--- src/rtl/seven_seg_scan_ctrl.sv ---
// ============================================================================
// Module   : seven_seg_scan_ctrl
// Purpose  : Multiplexed seven-segment scan controller. Values are loaded
//            through a valid/ready handshake and committed only at frame
//            boundaries. Optional leading-zero blanking: SEVEN_SEG_LZ_BLANK_EN.
// Revision : 1.0 - initial release
// ============================================================================
`default_nettype none

module seven_seg_scan_ctrl #(
  parameter int NUM_DIGITS = 4,
  parameter int PRESCALE   = 50000
) (
  input  logic                    clk,
  input  logic                    rst,
  input  logic [4*NUM_DIGITS-1:0] load_data_i,
  input  logic                    load_valid_i,
  output logic                    load_ready_o,
  output logic [6:0]              seg_o,
  output logic [NUM_DIGITS-1:0]   an_o,
  output logic                    frame_done_o
);

  localparam int              CNT_W     = (PRESCALE > 1) ? $clog2(PRESCALE) : 1;
  localparam int              IDX_W     = (NUM_DIGITS > 1) ? $clog2(NUM_DIGITS) : 1;
  localparam logic [CNT_W-1:0] CNT_MAX  = CNT_W'(PRESCALE - 1);
  localparam logic [IDX_W-1:0] IDX_MAX  = IDX_W'(NUM_DIGITS - 1);
  localparam logic [6:0]       SEG_BLANK = 7'b1111111;

  function automatic logic [6:0] seg_decode(input logic [3:0] bcd);
    case (bcd)
      4'd0:    seg_decode = 7'b1000000;
      4'd1:    seg_decode = 7'b1111001;
      4'd2:    seg_decode = 7'b0100100;
      4'd3:    seg_decode = 7'b0110000;
      4'd4:    seg_decode = 7'b0011001;
      4'd5:    seg_decode = 7'b0010010;
      4'd6:    seg_decode = 7'b0000010;
      4'd7:    seg_decode = 7'b1111000;
      4'd8:    seg_decode = 7'b0000000;
      4'd9:    seg_decode = 7'b0010000;
      default: seg_decode = SEG_BLANK;
    endcase
  endfunction

  logic [CNT_W-1:0]        cnt_q, cnt_d;
  logic [IDX_W-1:0]        idx_q, idx_d;
  logic [4*NUM_DIGITS-1:0] disp_q, disp_d;
  logic [4*NUM_DIGITS-1:0] pend_q, pend_d;
  logic                    pend_valid_q, pend_valid_d;
  logic [6:0]              seg_q, seg_d;
  logic [NUM_DIGITS-1:0]   an_q, an_d;

  logic       tick;
  logic       frame_end;
  logic       xfer;
  logic [3:0] nib;
  logic       blank;
  logic       zero_above;

  assign load_ready_o = rst && !pend_valid_q;
  assign xfer         = load_valid_i && load_ready_o;

  always_comb begin
    tick         = (cnt_q == CNT_MAX);
    frame_end    = tick && (idx_q == IDX_MAX);
    cnt_d        = tick ? '0 : cnt_q + CNT_W'(1);
    idx_d        = idx_q;
    disp_d       = disp_q;
    pend_d       = pend_q;
    pend_valid_d = pend_valid_q;
    nib          = 4'd0;
    blank        = 1'b0;
    zero_above   = 1'b1;

    if (tick) begin
      idx_d = (idx_q == IDX_MAX) ? '0 : idx_q + IDX_W'(1);
    end

    // Commit and accept are exclusive: commit needs pending set, accept needs it clear.
    if (frame_end && pend_valid_q) begin
      disp_d       = pend_q;
      pend_valid_d = 1'b0;
    end else if (xfer) begin
      pend_d       = load_data_i;
      pend_valid_d = 1'b1;
    end

    // Decode from next-state so seg/an line up with the index right after a tick.
    for (int i = 0; i < NUM_DIGITS; i++) begin
      if (idx_d == IDX_W'(i)) nib = disp_d[4*i +: 4];
    end

`ifdef SEVEN_SEG_LZ_BLANK_EN
    for (int i = NUM_DIGITS - 1; i >= 0; i--) begin
      zero_above = zero_above && (disp_d[4*i +: 4] == 4'd0);
      if ((idx_d == IDX_W'(i)) && (i != 0)) blank = zero_above;
    end
`else
    blank      = 1'b0;
    zero_above = 1'b0;
`endif

    seg_d = blank ? SEG_BLANK : seg_decode(nib);
    an_d  = ~(NUM_DIGITS'(1) << idx_d);
  end

  always_ff @(posedge clk) begin
    if (!rst) begin
      cnt_q        <= '0;
      idx_q        <= '0;
      disp_q       <= '0;
      pend_q       <= '0;
      pend_valid_q <= 1'b0;
      seg_q        <= SEG_BLANK;
      an_q         <= '1;
    end else begin
      cnt_q        <= cnt_d;
      idx_q        <= idx_d;
      disp_q       <= disp_d;
      pend_q       <= pend_d;
      pend_valid_q <= pend_valid_d;
      seg_q        <= seg_d;
      an_q         <= an_d;
    end
  end

  assign seg_o        = seg_q;
  assign an_o         = an_q;
  assign frame_done_o = frame_end && rst;

endmodule

`default_nettype wire

--- config.mk ---
export PLATFORM = sky130hd
export DESIGN_NAME = seven_seg_scan_ctrl
export DESIGN_NICKNAME = d
export VERILOG_FILES = /design/src/rtl/seven_seg_scan_ctrl.sv
export SDC_FILE = /design/constraint.sdc
export NUM_CORES = 1
export LEC_CHECK = 0
export ABC_AREA = 1
export CORE_MARGIN = 5
export CORE_UTILIZATION = 30
export DETAILED_ROUTE_END_ITERATION = 12
export DONT_BUFFER_PORTS = 1
export RECOVER_POWER = 25
export REMOVE_ABC_BUFFERS = 1
export SYNTH_ARGS = -nofsm -noshare
export SYNTH_HDL_FRONTEND = slang
export SYNTH_SLANG_ARGS = --single-unit
--- constraint.sdc ---
create_clock -name clk -period 7.3 [get_ports clk]
set_clock_uncertainty 0.2 [all_clocks]
set_input_delay 0.73 -clock clk [delete_from_list [all_inputs] [get_ports clk]]
set_output_delay 0.73 -clock clk [all_outputs]
set_load 0.01 [all_outputs]
==> results of run 1 <==
layout make-up:
class                           instances  share of cell area (%)
Tap cell                              133                    5.17
Timing Repair Buffer                    1                   0.233
Inverter                               48                    5.67
Clock buffer                           14                    5.05
Clock inverter                          1                   0.155
Sequential cell                        62                    38.5
Multi-Input combinational cell        271                    45.2
power by group through the flow:
stage | logic [mW] | registers [mW] | clock network, mW
finish | 0.0213 | 0.358 | 0.260
global route | 0.0251 | 0.359 | 0.284
floorplan | 0.0165 | 0.363 | 0
global placement | 0.0211 | 0.366 | 0
detailed placement | 0.0220 | 0.366 | 0
CTS | 0.0221 | 0.358 | 0.271
synthesized netlist by cell type (3+ instances only):
library cell / n
inv_2: 8
nor3b_1: 4
nand3_1: 21
o21ai_1: 7
nand2_1: 99
nand2_4: 6
o21ai_0: 11
nor2_2: 4
nor3_2: 3
nand4_1: 13
ha_1: 7
dfxtp_1: 62
clkbuf_1: 11
nor3_1: 3
nor2_1: 35
o31ai_1: 8
nand2_2: 8
inv_1: 39
a21oi_1: 16
nor2_4: 8
nand3_2: 4
metrics by stage:
step                area (um2)  instances
floorplan                 2920        381
global placement          3100        515
detailed placement        3100        515
CTS                       3270        530
global route              3220        530
finish                    3220        530
sequential cells by signal, summed over array words and instances, names as in the netlist:
name / flops
pend_valid_q: 1
disp_q: 16
idx_q: 2
an_o: 4
cnt_q: 16
seg_o: 7
pend_q: 16
critical path, cell delays in order, from the launching register on:
cell,delay (ps)
dfxtp_1,370
ha_1,210
nand3_1,180
nor2_1,260
nand4_1,740
nand2_1,230
o21ai_0,130
nand2_1,100
nand3_1,70
nor2_2,180
inv_1,90
ha_1,180
inv_1,50
nand3_1,90
nand3_1,110
nand3_1,60
metal layers:
metal / wire (um) / vias up / global-route usage, %
met5: 0 / - / 0
li1: - / 1259 / -
met2: 2510 / 47 / 16.1
met4: 149 / 0 / 5.88
met1: 3280 / 1096 / 15.8
met3: 180 / 11 / 2.41
path summary, 6_finish.rpt:
check	startpoint	end	slack, ps	cells past startpoint
max	cnt_q[0]	seg_o[3]	3920	15
min	disp_q[5]	disp_q[5]	270	2
max reg2reg	cnt_q[0]	seg_o[3]	3920	15
min reg2reg	disp_q[5]	disp_q[5]	270	2
logic make-up (layout without fill, tap and decap cells):
logic type / count (synthesis) / after routing / synth area share (%)
simple gates: 217 / 217 / 38.3
buf+inv: 61 / 64 / 8.06
compound gates: 45 / 45 / 8.48
flops: 62 / 62 / 41.6
fa+ha+maj: 7 / 7 / 2.94
xor+xnor: 2 / 2 / 0.588
placed cells by master, fill, tap and decap left out, types with 2 or more instances in the layout:
master,synthesis,final
a21oi_1,16,16
clkbuf_1,11,3
clkbuf_8,0,11
dfxtp_1,62,62
ha_1,7,7
inv_1,39,39
inv_2,8,8
nand2_1,99,100
nand2_2,8,7
nand2_4,6,6
nand3_1,21,22
nand3_2,4,4
nand3b_1,2,2
nand4_1,13,14
nor2_1,35,37
nor2_2,4,4
nor2_4,8,6
nor3_1,3,4
nor3_2,3,2
nor3b_1,4,3
nor4_1,2,2
o21ai_0,11,11
o21ai_1,7,7
o31ai_1,8,8
xor2_1,2,2
==> results.cfg, run 1 <==
[outcome]
status = finished, final reports clean

[clock_network]
clkSinkCount = 62
clk_pin_slew_ps = 60
clk_latency_ps = 340
root_buffer = clkbuf_8
cts_tree = built
htreeDepth = 3
post_cts_buffers = 0
max-clock-path-buffers = 2
postCtsHoldBufs = 0
ctsResizeCount = 0
cts_buffers = 9

[worst_setup_path]
start_kind = register
crit_type = reg2reg
cp.arrival_ps = 3400
crit_fanout = 23
cp-end-kind = register
crit_required_ps = 7320

[route]
wl_mm = 6.12
route.detailed.drc = 0
wl_per_cell_um = 11.6
num_vias = 2413
first_pass_iters = 4
drtIter0Drc = 125
ant_nets = 0
routed_via_density = 4.55

[hold_path]
hold_class = reg2reg

[sta]
max_freq_mhz = 296
min_period_over_period_pct = 46.3
finalWorstPathRequiredPeriod_ps = 3380
setup_tns_ps = 0
whs_ps = 270
slew_headroom_pct = 33.1
drv_slew = 0
setup_viol = 0
rsz0062_at_grt = no
tightest_slew_ps = 1000
hold_viol_final = 0
setup_slack_ps = 3920

[logic_synthesis]
ys_async_sr_fraction_pct = 0
netlist.area_leader.share_pct = 41.6
yosysTopAreaCell = dfxtp_1
synth_area_um2 = 2980
ys_seq_area_share_pct = 41.6
synthCells = 394
synth.area.top_cells = dfxtp_1 42%, nand2_1 12%, inv_1 4.9%, nor2_1 4.4%, nand3_1 3.5%
yosysWarnings = 0
syn_avg_cell_area_um2 = 7.57
ys_ff_latch = 62
ys_types = 35
synth_flop_cell = dfxtp_1
synth_edf_count = 0

[finish]
n_antenna_cell = 0
finalCoreUtilization_pct = 33.1
multi_input_area_um2 = 1460
fillers = 1073
num-nets-final = 419
area_growth_pct = 8.02
drive_above_1_share_pct = 14.1
regArea_um2 = 1240

[die]
die_h_um = 110
num_io_pins = 32
die_w_um = 110
core_area_um2 = 9730
initial_utilization_pct = 30.6
dieArea_um2 = 12000
num_rows = 36

[power]
intPower_mw = 0.497
peakVddDrop_mv = 0.0708
switching_share_pct = 22.4
p_leak_nw = 1.37
p_clk_share_pct = 40.7
p_seq_share_pct = 56.0
pwr-share-comb_pct = 3.3
p_total_mw = 0.640
power.switching_mw = 0.143
power_density_nw_per_um2 = 199

[global_route]
grt_pass1_wl_mm = 10.6
gr-usage-all-layers_pct = 11.2
grt-ovfl-total = 0
antenna_found_initial = 0
grt_pass1_vias = 2271
grt_max_degree = 34

[placed_design]
post-place-ws_ps = 4540
port_buffers = 0
dp_hpwl_mm = 4.54
gp_congestion = 0.820

[flow_run]
drv_cap = 0
Power figures use the tool's default switching activity.
==> run 2: changes to the inputs <==
Clock period 7.3 ns to 3.47 ns, I/O delays scaled along.
==> run 2 against run 1 <==
- sequential cell count did not move
- maximum frequency is 22% higher
- hold slack got worse by 13 ps
- clock-buffer cell count decreased by 1
- first-iteration DRC count fell by 29%
- clock power rose to 2.8 times the previous value
- global-route usage up 0.16 points
- register-to-register slack got worse by 3200 ps
- non-clock buffer count increased by 18
- core utilization grew 2.9 points
- critical endpoint unchanged
- highest routed layer unchanged
==> results.cfg, run 2 (synthesized netlist as in run 1, its figures left out) <==
[placed_design]
port_buffers = 0
dp_hpwl_mm = 4.64
post-place-ws_ps = 733
place_inst = 516
gp_congestion = 0.821
dpl_cell_area_um2 = 3110

[sta]
tightest_slew_ps = 1240
max_freq_mhz = 360
hold_viol_final = 0
whs_ps = 257
finalWorstPathRequiredPeriod_ps = 2780
slew_headroom_pct = 17.4
rsz0062_at_grt = no
drv_slew = 0
setup_tns_ps = 0
setup_viol = 0
setup_slack_ps = 693
min_period_over_period_pct = 80.0

[hold_path]
hold_class = in2reg
min_from = rst
whs_path_depth = 3

[finish]
reg_top3 = cnt_q: 16 flops, disp_q: 16 flops, pend_q: 16 flops
fillers = 1039
final_common_cell = nand2_1
drive_above_1_share_pct = 15.4
design_area_um2 = 3510
finalCoreUtilization_pct = 36.0
final-instance-count-excl-fill = 549
area_growth_pct = 17.6
final_cell_mix = 99 x nand2_1, 62 x dfxtp_1, 39 x inv_1
n_antenna_cell = 0
num-nets-final = 437

[clock_network]
clk_latency_ps = 340
root_buffer = clkbuf_8
clk_pin_slew_ps = 70
cts_buffers = 9
htreeDepth = 3
ctsResizeCount = 0
max-clock-path-buffers = 2
cts_tree = built
post_cts_buffers = 0
clkSinkCount = 62

[global_route]
grt-ovfl-total = 0
gr-usage-all-layers_pct = 11.4
grt_pass1_wl_mm = 10.7
antenna_found_initial = 0
grt_pass1_vias = 2319
grt_max_degree = 34

[route]
wl_mm = 6.36
first_pass_iters = 4
drtIter0Drc = 89
route.detailed.drc = 0
ant_nets = 0
wl_per_cell_um = 11.6
num_vias = 2442
routed_via_density = 4.45

[flow_run]
drv_cap = 0

[die]
num_rows = 36
initial_utilization_pct = 30.6
core_area_um2 = 9730
num_io_pins = 32
die_h_um = 110
die_w_um = 110
dieArea_um2 = 12000

[worst_setup_path]
crit_type = reg2reg
crit_start = cnt_q[0]
cp-end-kind = register
r2r-start = cnt_q[0]
start_kind = register
crit_required_ps = 3460
crit_fanout = 23
r2r_cells = 15
cp.arrival_ps = 2770

[power]
p_leak_nw = 1.49
p_total_mw = 1.55
peakVddDrop_mv = 0.154
power_density_nw_per_um2 = 442

[outcome]
status = finished, final reports clean
[run 2: cell count changes in the layout (fill, tap and decap cells not counted), moves of 2 or more]
cell           delta
dlygate4sd3_1    +17
bufinv_16         +2
nor2_1            -2
nor2_4            +2
[run 2: repair_timing]
item                                    in CTS  in global routing
endpoints found under the setup margin       0                  0
hold buffers                                17                  0
endpoints found under the hold margin       27                  0
[run 2: per-layer routing]
layer	part of all wire [%]	GRT usage, %	vias to the layer above
li1	-	-	1302
met1	52	15.7	1087
met2	43	17.0	45
met3	3.0	2.06	8
met4	1.8	5.88	0
met5	0	0	-
[run 2: worst paths after layout]
path	slack, ps	endpoint
max	690	seg_o[3]
min	260	disp_q[12]
max reg2reg	690	seg_o[3]
min reg2reg	260	cnt_q[0]
[run 2: layout make-up]
class	instances	area, um2	area share [%]
Clock buffer	13	169	4.82
Clock inverter	3	65.1	1.86
Inverter	48	183	5.21
Multi-Input combinational cell	271	1500	42.8
Sequential cell	62	1240	35.4
Tap cell	133	166	4.75
Timing Repair Buffer	19	181	5.17
[run 2: worst max-delay path: stages (launching register included)]
cell	delay, ps
dfxtp_1	370
ha_1	260
nand3_4	140
nor2_4	180
nand4_4	300
nand2_1	140
o21ai_0	110
nand2_1	80
nand3_1	70
nor2_2	200
inv_1	90
ha_1	180
inv_1	50
nand3_1	90
nand3_1	100
nand3_1	70
[run 2: where the power goes]
part | internal [mW] | total [mW] | switching (mW)
Combinational | 0.0280 | 0.0643 | 0.0363
Sequential | 0.735 | 0.754 | 0.0183
Clock | 0.462 | 0.730 | 0.268
==> run 3: changes to the inputs <==
Clock period 3.47 ns to 2.6 ns, I/O delays scaled along.
==> run 3 against run 2 <==
- the flow now finishes with violations (negative hold slack)
- setup slack got worse by 500 ps
- die area unchanged
- sequential cell count did not move
- critical path depth is 2 higher
- hold slack worse by 440 ps
- critical path type unchanged
- highest routed layer unchanged
==> results.cfg, run 3 (synthesized netlist as in run 1, its figures left out) <==
[power]
power_density_nw_per_um2 = 539
pwr-share-comb_pct = 5.3
p_leak_nw = 1.62
intPower_mw = 1.60
switching_share_pct = 21.1
power.switching_mw = 0.429
p_clk_share_pct = 45.4
p_total_mw = 2.03
peakVddDrop_mv = 0.220
p_seq_share_pct = 49.3

[sta]
setup_viol = 0
drv_slew = 0
tightest_slew_ps = 579
whs_ps = -182
finalWorstPathRequiredPeriod_ps = 2400
hold_viol_final = 7
slew_headroom_pct = 61.4
min_period_over_period_pct = 92.4
max_freq_mhz = 416

[worst_setup_path]
crit_end = seg_o[0]
r2r_cells = 17
crit_required_ps = 2620
cp-end-kind = register
r2r-end = seg_o[0]
crit_start = cnt_q[11]
crit_fanout = 5
regToRegSetupSlack_ps = 200
start_kind = register
crit_type = reg2reg
cp.arrival_ps = 2430
r2r-start = cnt_q[11]

[finish]
final_common_cell = nand2_1
reg_top3 = cnt_q: 16 flops, disp_q: 16 flops, pend_q: 16 flops
area_growth_pct = 26.6
num-nets-final = 464
drive_above_1_share_pct = 20.5
final_cell_mix = 97 x nand2_1, 55 x dfxtp_1, 39 x inv_1
n_antenna_cell = 0
fillers = 1039
design_area_um2 = 3770
finalCoreUtilization_pct = 38.8

[placed_design]
dpl_cell_area_um2 = 3160
dp_hpwl_mm = 4.52
gp_congestion = 0.804
port_buffers = 0

[clock_network]
clkSinkCount = 62
cts_buffers = 9
clk_pin_slew_ps = 70
root_buffer = clkbuf_8
clk_latency_ps = 340
htreeDepth = 3
postCtsHoldBufs = 28
max-clock-path-buffers = 2
cts_tree = built

[die]
num_rows = 36
initial_utilization_pct = 30.6
core_area_um2 = 9730
num_io_pins = 32
dieArea_um2 = 12000
die_h_um = 110
die_w_um = 110

[global_route]
gr-usage-all-layers_pct = 11.5
grt_pass1_vias = 2447
grt-ovfl-total = 0
antenna_found_initial = 0
grt_max_degree = 34
grt_pass1_wl_mm = 10.8

[route]
route.detailed.drc = 0
wl_mm = 6.56
drtIter0Drc = 102
num_vias = 2561
routed_via_density = 4.45
wl_per_cell_um = 11.4
first_pass_iters = 4
ant_nets = 0

[hold_path]
hold_class = in2reg

[outcome]
violations = negative hold slack
status = complete, but fails checks

[flow_run]
drv_cap = 0
run 3: cell count changes in the layout (fill, tap and decap cells not counted), sizes merged:
cell / change
nand4: +1
clkinvlp: +1
clkinv: -1
dlygate4sd3: +11
buf: +15
run 3: cell type report:
class                      count  area (um2)  area share, %
multi-input combinational    272        1550           41.0
sequential                    62        1250           33.3
timing repair buffer          45         405           10.7
inverter                      48         183           4.84
clock buffer                  13         149           3.95
tap                          133         166           4.41
clock inverter                 3        67.6           1.79
run 3: worst max-delay path, stage by stage (launching register included):
cell     delay [ps]
dfxtp_1         360
nor2_2          150
nand2_2         100
nor2_4          180
nand2_2         110
nand2_2          90
nand2_4          80
nand2_2          80
inv_4            60
nand2_1          80
nand3_2          90
nor2_4          160
inv_1            70
ha_1            170
inv_1            50
nand3_1          80
nand3_1         100
nand3_1          70
run 3: how the worst min path moves through the flow:
| stage | start | end | slack (ps) | cells past startpoint |
|---|---|---|---|---|
| final | rst | seg_o[1] | -180 | 1 |
| after global routing | rst | seg_o[2] | -200 | 1 |
| after CTS | rst | seg_o[1] | -210 | 1 |
| after detailed placement | rst | an_o[2] | 150 | 1 |
| after global placement | rst | an_o[1] | 140 | 1 |
| after floorplan | rst | an_o[2] | 130 | 1 |
run 3: per-stage QoR:
step	hold slack (ps)	setup TNS, ps	instances	setup WS, ps
floorplan	129	-4080	381	-267
global placement	142	0	522	61.9
detailed placement	154	0	522	9.02
CTS	-207	0	566	2.44
global route	-202	-2.06	576	-2.06
finish	-182	0	576	197
run 3: what timing repair did:
| action | CTS | global route |
|---|---|---|
| setup endpoints to repair | 0 | 8 |
| buffers inserted | 0 | 9 |
| gates resized for setup | 0 | 17 |
| hold endpoints to repair | 27 | 7 |
run 3: routing by layer:
layer  vias up  wire length, um  GRT usage (%)
met3        13              321           3.52
met2        55             2880           17.8
li1       1360                -              -
met4         0              163           5.25
met1      1133             3200           14.5
met5         -                0              0
run 3: power groups by stage:
stage | clock, mW | sequential (mW) | combinational (mW)
6_report | 0.923 | 1.00 | 0.107
5_1_grt | 0.989 | 1.01 | 0.120
4_1_cts | 0.951 | 1.00 | 0.107
3_5_place_dp | 0 | 1.02 | 0.0703
3_3_place_gp | 0 | 1.02 | 0.0688
2_1_floorplan | 0 | 1.02 | 0.0464
